--- src/rtl/glove_tracker.sv ---
// Per-glove tracker: turns camera blob centroid/area into a smoothed mm position,
// a debounced closed flag and a tracking flag, through a 3-stage pipeline.
module glove_tracker #(
  parameter int unsigned SCALE_X      = 640,
  parameter int unsigned SCALE_Y      = 640,
  parameter int unsigned OFFSET_X     = 0,
  parameter int unsigned OFFSET_Y     = 0,
  parameter int unsigned ALPHA_SHIFT  = 2,
  parameter int unsigned CLOSE_THRESH = 2000,
  parameter int unsigned OPEN_THRESH  = 3000,
  parameter int unsigned DEBOUNCE     = 3,
  parameter int unsigned TIMEOUT      = 2700000
) (
  input  logic        clk,
  input  logic        reset,
  input  logic        meas_valid,
  input  logic [10:0] meas_x,
  input  logic [9:0]  meas_y,
  input  logic [19:0] meas_area,
  output logic [15:0] glovex,
  output logic [15:0] glovey,
  output logic        glove_closed,
  output logic        tracked,
  output logic        pos_valid
);

  localparam int unsigned PW    = 27;
  localparam int unsigned TW    = 19;
  localparam int unsigned AW    = 20;
  localparam int unsigned CW    = 4;
  localparam int unsigned TMO_W = $clog2(TIMEOUT + 1);

  logic          s1_valid_q, s1_valid_d;
  logic [PW-1:0] prod_x_q, prod_x_d, prod_y_q, prod_y_d;
  logic [AW-1:0] area_q, area_d;

  logic          s2_valid_q, s2_valid_d;
  logic [15:0]   tgt_x_q, tgt_x_d, tgt_y_q, tgt_y_d;
  logic          closed_vote_q, closed_vote_d, open_vote_q, open_vote_d;

  logic [15:0]   glovex_q, glovex_d, glovey_q, glovey_d;
  logic          glove_closed_q, glove_closed_d;
  logic          tracked_q, tracked_d;
  logic          pos_valid_q, pos_valid_d;
  logic          first_q, first_d;
  logic [CW-1:0] closed_cnt_q, closed_cnt_d, open_cnt_q, open_cnt_d;
  logic [TMO_W-1:0] tmo_cnt_q, tmo_cnt_d;
  logic          tmo_hit;
  logic [TW-1:0] sum_x, sum_y;

  function automatic logic [15:0] smooth(input logic [15:0] cur, input logic [15:0] tgt);
    logic signed [16:0] diff;
    logic signed [16:0] nxt;
    diff = $signed({1'b0, tgt}) - $signed({1'b0, cur});
    nxt  = $signed({1'b0, cur}) + (diff >>> ALPHA_SHIFT);
    return 16'(nxt);
  endfunction

  // Stage 1: pixel scaling
  always_comb begin
    s1_valid_d = meas_valid;
    prod_x_d   = PW'(meas_x) * PW'(SCALE_X);
    prod_y_d   = PW'(meas_y) * PW'(SCALE_Y);
    area_d     = meas_area;
  end

  // Stage 2: offset and saturate; the offset sits above the fraction bits so no carry crosses them
  always_comb begin
    s2_valid_d    = s1_valid_q;
    sum_x         = TW'((prod_x_q + (PW'(OFFSET_X) << 8)) >> 8);
    sum_y         = TW'((prod_y_q + (PW'(OFFSET_Y) << 8)) >> 8);
    tgt_x_d       = (sum_x > TW'(65535)) ? 16'hFFFF : 16'(sum_x);
    tgt_y_d       = (sum_y > TW'(65535)) ? 16'hFFFF : 16'(sum_y);
    closed_vote_d = area_q < AW'(CLOSE_THRESH);
    open_vote_d   = area_q > AW'(OPEN_THRESH);
  end

  // Stage 3: smoothing, debounce and loss-of-tracking
  always_comb begin
    glovex_d       = glovex_q;
    glovey_d       = glovey_q;
    glove_closed_d = glove_closed_q;
    tracked_d      = tracked_q;
    pos_valid_d    = 1'b0;
    first_d        = first_q;
    closed_cnt_d   = closed_cnt_q;
    open_cnt_d     = open_cnt_q;

    tmo_hit = !meas_valid && (tmo_cnt_q == TMO_W'(TIMEOUT - 1));
    if (meas_valid)                          tmo_cnt_d = '0;
    else if (tmo_cnt_q == TMO_W'(TIMEOUT))   tmo_cnt_d = tmo_cnt_q;
    else                                     tmo_cnt_d = tmo_cnt_q + TMO_W'(1);

    if (s2_valid_q) begin
      if (first_q) begin
        glovex_d = tgt_x_q;
        glovey_d = tgt_y_q;
        first_d  = 1'b0;
      end else begin
        glovex_d = smooth(glovex_q, tgt_x_q);
        glovey_d = smooth(glovey_q, tgt_y_q);
      end
      pos_valid_d = 1'b1;
      tracked_d   = 1'b1;

      if (!closed_vote_q)                        closed_cnt_d = '0;
      else if (closed_cnt_q != CW'(DEBOUNCE))    closed_cnt_d = closed_cnt_q + CW'(1);
      if (!open_vote_q)                          open_cnt_d = '0;
      else if (open_cnt_q != CW'(DEBOUNCE))      open_cnt_d = open_cnt_q + CW'(1);

      if (closed_cnt_d == CW'(DEBOUNCE))         glove_closed_d = 1'b1;
      else if (open_cnt_d == CW'(DEBOUNCE))      glove_closed_d = 1'b0;
    end

    // A lost glove never holds the ball; position is kept for display
    if (tmo_hit) begin
      tracked_d      = 1'b0;
      glove_closed_d = 1'b0;
      closed_cnt_d   = '0;
      open_cnt_d     = '0;
      first_d        = 1'b1;
    end
  end

  always_ff @(posedge clk or negedge reset) begin
    if (!reset) begin
      s1_valid_q     <= 1'b0;
      prod_x_q       <= '0;
      prod_y_q       <= '0;
      area_q         <= '0;
      s2_valid_q     <= 1'b0;
      tgt_x_q        <= '0;
      tgt_y_q        <= '0;
      closed_vote_q  <= 1'b0;
      open_vote_q    <= 1'b0;
      glovex_q       <= '0;
      glovey_q       <= '0;
      glove_closed_q <= 1'b0;
      tracked_q      <= 1'b0;
      pos_valid_q    <= 1'b0;
      first_q        <= 1'b1;
      closed_cnt_q   <= '0;
      open_cnt_q     <= '0;
      tmo_cnt_q      <= '0;
    end else begin
      s1_valid_q     <= s1_valid_d;
      prod_x_q       <= prod_x_d;
      prod_y_q       <= prod_y_d;
      area_q         <= area_d;
      s2_valid_q     <= s2_valid_d;
      tgt_x_q        <= tgt_x_d;
      tgt_y_q        <= tgt_y_d;
      closed_vote_q  <= closed_vote_d;
      open_vote_q    <= open_vote_d;
      glovex_q       <= glovex_d;
      glovey_q       <= glovey_d;
      glove_closed_q <= glove_closed_d;
      tracked_q      <= tracked_d;
      pos_valid_q    <= pos_valid_d;
      first_q        <= first_d;
      closed_cnt_q   <= closed_cnt_d;
      open_cnt_q     <= open_cnt_d;
      tmo_cnt_q      <= tmo_cnt_d;
    end
  end

  assign glovex       = glovex_q;
  assign glovey       = glovey_q;
  assign glove_closed = glove_closed_q;
  assign tracked      = tracked_q;
  assign pos_valid    = pos_valid_q;

endmodule
--- config.mk ---
export PLATFORM = sky130hd
export DESIGN_NAME = glove_tracker
export DESIGN_NICKNAME = d
export VERILOG_FILES = /design/src/rtl/glove_tracker.sv
export SDC_FILE = /design/constraint.sdc
export NUM_CORES = 1
export LEC_CHECK = 0
export CAP_MARGIN = 5
export CORE_ASPECT_RATIO = 0.8
export CORE_MARGIN = 4
export CORE_UTILIZATION = 30
export CTS_BUF_LIST = sky130_fd_sc_hd__clkbuf_8
export DETAILED_ROUTE_END_ITERATION = 16
export SKIP_LAST_GASP = 1
export SLEW_MARGIN = 25
export SYNTH_ARGS = -nofsm -noshare
export SYNTH_HDL_FRONTEND = slang
export SYNTH_SLANG_ARGS = --single-unit
--- constraint.sdc ---
create_clock -name clk -period 6.1 [get_ports clk]
set_clock_uncertainty 0.2 [all_clocks]
set_input_delay 1.22 -clock clk [delete_from_list [all_inputs] [get_ports clk]]
set_output_delay 1.22 -clock clk [all_outputs]
set_load 0.05 [all_outputs]
# --- After elaboration in Yosys (flattened, before gate mapping) ---
# Index checks and enable logic that the tools add are counted.
totals:
  regBits: 149
  out_inout_bits: 35
  wordCells: 68
op_classes:
  addsub: 7
  multipliers: 2
  n_lt_le_gt_ge: 4
  eq_ne: 7
  n_mux: 25
  n_reduce_logical: 5
ops:
  columns: ["cell", "n"]
  rows:
  - ["$mux 16", 4]
  - ["$eq 22x22->1 const B", 2]
  - ["$mux 22", 2]
  - ["$mux 4", 10]
  - ["$sub 16x16->17", 2]
  - ["$add 16x15->16", 2]
  - ["$add 22x1->22 const B", 1]
  - ["$gt 20x12->1 const B", 1]
  - ["$lt 20x11->1 const B", 1]
  - ["$gt 12x16->1 const B", 1]
  - ["$gt 13x16->1 const B", 1]
  - ["$mul 11x3->14 const B", 1]
  - ["$mul 10x3->13 const B", 1]
  - ["$mux 1", 9]
  - ["$add 4x1->4 const B", 2]
  - ["$eq 4x2->1 const B", 2]
  - ["$ne 4x2->1 const B", 2]
  - ["$reduce_bool 3->1", 1]
  - ["$ne 2x2->1 const B", 1]
  - ["$reduce_and 2->1", 1]
  - ["$reduce_bool 2->1", 1]
  - ["$logic_and 1x1->1", 1]
  - ["$logic_not 1->1", 1]

# --- Depth between registers and ports, before layout ---
depth:
  word_depth: 9
  mapped_depth: 17
  ltp_nobuf: 17

# --- Worst setup path after synthesis ---
# No wires, ideal clock.
synth_path:
  path_type: "reg-to-reg"
  from: "reg glovex_q[2], in the netlist glovex[2]"
  to: "reg glovex_q[15], in the netlist glovex[15]"
  setup_time_ns: 0.090
  t_arrival_ns: 3.747
  required_time_ns: 5.810
  setup_slack_ns: 2.063
  stages_incl_launch_ff: 17
  path_cell_list: "dfrtp_1 -> inv_1 -> ha_1 -> a21o_1 -> a31oi_1 -> o21ai_0 -> a21oi_1 -> inv_1 -> a21oi_1 -> xnor2_1 -> ha_1 -> a21o_1 -> o21bai_1 -> o211ai_2 -> a311o_1 -> a2111o_1 -> o221ai_1"
synth_between:
  elab_chain_cells: 3
synth_rtl:
  columns: ["element", "line", "text"]
  rows:
  - ["from (decl)", "41", "logic [15:0] glovex_q, glovex_d, glovey_q, glovey_d;"]
  - ["from (signal assigned)", "155", "glovex_q <= glovex_d;"]
  - ["$sub 16x16->17", "54", "diff = $signed({1'b0, tgt}) - $signed({1'b0, cur});"]
  - ["$add 16x15->16 (*)", "55", "nxt = $signed({1'b0, cur}) + (diff >>> ALPHA_SHIFT);"]
  - ["$mux 16 (*)", "95", "if (first_q) begin"]
# Every way passes the cells marked *; elsewhere a longest branch is shown, timed or not.
# A chain may end at the register's enable or synchronous reset.

# --- Worst setup path in the final report ---
# Ends and elaborated chain as after synthesis.

==> impl_metrics.toml <==
[critical_path]
cp-end-kind = "flip-flop"
critPathSlowestCell = "a311o_1"
reg2reg_depth = 16
crit_chain = "inv_1, ha_1, a21o_1, a31oi_1, o21ai_0, a21oi_1, inv_1, a21oi_1, xnor2_1, ha_1, a21o_1, o21bai_1, o211ai_2, a311o_1, a2111o_1, o221ai_1"
cp.arrival_ps = 4230
worst_ep_required_time_ps = 6240
reg2reg_from = "glovex[2]"
cp_max_fo = 5
r2r_setup_slack_ps = 2010
slowest_delay_ps = 410
critical_path_class = "reg2reg"
critPathLaunchType = "flip-flop"
crit_buf_inv = 2
r2r_end = "glovex[15]"
critPathTopFamily = "compound AO/OA/AOI/OAI gates"

[logic_synthesis]
async_reset_ff_share_pct = 100
synthCells = 842
yosys.area.top_type = "dfrtp_1"
synth-seq-cells = 140
synth-edff-count = 0
synth_cell_types = 63
ys_seq_area_share_pct = 42.3
yosysWarnings = 0
synth_top_area_share_pct = 42.0
synth_fp_nets = 985
netlist_area_sq_mm = 0.00829
synthFlopType = "dfrtp_1"
synth_area_leaders = "dfrtp_1 42%, ha_1 14%, xor2_1 4.4%"
synth_area_per_cell_sq_um = 9.84

[cells_and_area]
stdcell_area_sq_mm = 0.00989
area.growth.synth_to_final_pct = 19.4
fin_nets = 1067
layout-drive-gt1-share_pct = 5.24
mostFrequentLayoutCell = "dfrtp_1"
final_cell_mix = "138 x dfrtp_1, 95 x ha_1, 77 x clkdlybuf4s50_1, 70 x nor2_1, 67 x nand2_1"
final_core_util_pct = 36.3
antenna_cells = 0

[clocking]
cts_buffer_depth = 2
root_buffer = "clkbuf_8"
clock_latency_ps = 440
clk_pin_slew_ps = 90
htree_num_levels = 4
cts_setup_buffers = 0
cts-resized-gates = 0
numCtsBuffers = 17
cts_tree = "built"
cts.sink_count = 140
hold_buffers = 0

[job]
cap_violations = 0

[place]
post_dp_cell_area_sq_mm = 0.00949
gp_congestion = 0.814
dp_hpwl_microns = 12600
io_buffers = 78

[sta]
slew_headroom_pct = 40.2
finalSetupViolCount = 0
worst_pin_slew_ps = 895
rsz0062_at_grt = "no"
period_needed_ps = 4090
maxSlewViolCount = 0
fin_crit_sh_pct = 67.0
tns_ps = 0
hold_violations = 0
max_clock_freq_ghz = 0.245

[hold_path]
min_from = "prod_x_q[16]"
hold_path_class = "reg2reg"
whs_endpoint = "tgt_x_q[8]"
hold_path_depth = 0

[floorplan]
ios = 79
core_area_sq_mm = 0.0272
dieArea_sq_mm = 0.0304
start_util_pct = 30.4
num_rows = 54
die_y_microns = 157
die_w_microns = 194

[global_routing]
grt_pass1_wl_microns = 30000
grt_use_total_pct = 11.9
grt_max_degree = 95
antenna_found_initial = 0
overflow = 0
grt_pass1_vias = 6194

[outcome]
status = "completed"

[route]
post-route-drc-count = 0
dr.pass1.iters = 4
wl_per_cell_microns = 13.6
drt_wl_total_microns = 17600
drtIter0Drc = 321
ant_nets = 0
vias = 6203
vias_per_cell = 4.77
-- Yosys cell counts, drive strengths merged (4+ instances only) --
| cell type | n |
|---|---|
| dfrtp | 139 |
| ha | 95 |
| nor2 | 70 |
| a21oi | 67 |
| nand2 | 67 |
| o21ai | 54 |
| inv | 42 |
| xor2 | 42 |
| xnor2 | 37 |
| nand3 | 30 |
| clkbuf | 16 |
| a21o | 15 |
| o21bai | 12 |
| and3 | 10 |
| nor2b | 10 |
| nor3 | 10 |
| a211oi | 9 |
| nand2b | 9 |
| a31oi | 8 |
| nand4 | 8 |
| o211ai | 7 |
| o21a | 7 |
| or3 | 7 |
| a22oi | 6 |
| nor4 | 6 |
| mux2i | 5 |
| fa | 4 |
| nor4b | 4 |
-- worst max-delay path by stage --
stage / start / depth (start not counted) / slack, ps / end
floorplan: glovex[2] / 16 / 2060 / glovex[15]
global placement: meas_x[1] / 11 / 2130 / prod_x_q[20]
detailed placement: glovex[2] / 16 / 2060 / glovex[15]
CTS: glovex[2] / 16 / 2030 / glovex[15]
global route: glovex[2] / 17 / 1650 / glovex[15]
finish: glovex[2] / 16 / 2010 / glovex[15]
-- through the flow --
stage	instances	setup WS, ps	hold WS [ps]
6_report	1300	2010	143
5_1_grt	1300	1650	158
4_1_cts	1300	2030	143
3_5_place_dp	1269	2060	135
3_3_place_gp	1269	2130	132
2_1_floorplan	842	2060	131
-- cell type report --
type                    instances  area, sq um
clock buffers                  17          234
well taps                     364          455
fillers                      2699        17300
repair buffers                 82          812
multi-input cells             641         4560
clock inverters                14          171
flip-flops and latches        140         3510
inverters                      42          158
-- per-layer routing --
| layer | part of all wire (%) | global-route usage [%] | up-vias |
|---|---|---|---|
| li1 | - | - | 3161 |
| met4 | 0.98 | 3.21 | 0 |
| met2 | 45 | 19.5 | 89 |
| met5 | 0 | 0 | - |
| met1 | 50 | 16.0 | 2942 |
| met3 | 4.2 | 2.95 | 11 |
-- registers in the layout (all words and copies together) (netlist names) --
name and cells:
s1_valid_q 1, tracked 1, tgt_x_q 13, closed_cnt_q 4, pos_valid 1, tgt_y_q 12
first_q 1, glovey 16, tmo_cnt_q 22, open_vote_q 1, prod_x_q 13, open_cnt_q 4
glovex 16, closed_vote_q 1, s2_valid_q 1, prod_y_q 12, glove_closed 1, area_q 20
-- cells by family (layout without fill, tap and decap cells) --
logic type	Yosys count	count (layout)	synth area share [%]
and+or+nand+nor	245	245	14.2
AOI/OAI and AO/OA	211	211	16.2
DFF	140	140	42.3
adders and majority gates	99	99	15.3
xor gates and xnor gates	79	79	8.35
buffers and inverters	61	155	2.78
muxes	7	7	0.876
Power is left out: the tool's default activity adds up to more than one toggle a clock period on the data nets, which glitch-free logic cannot reach.
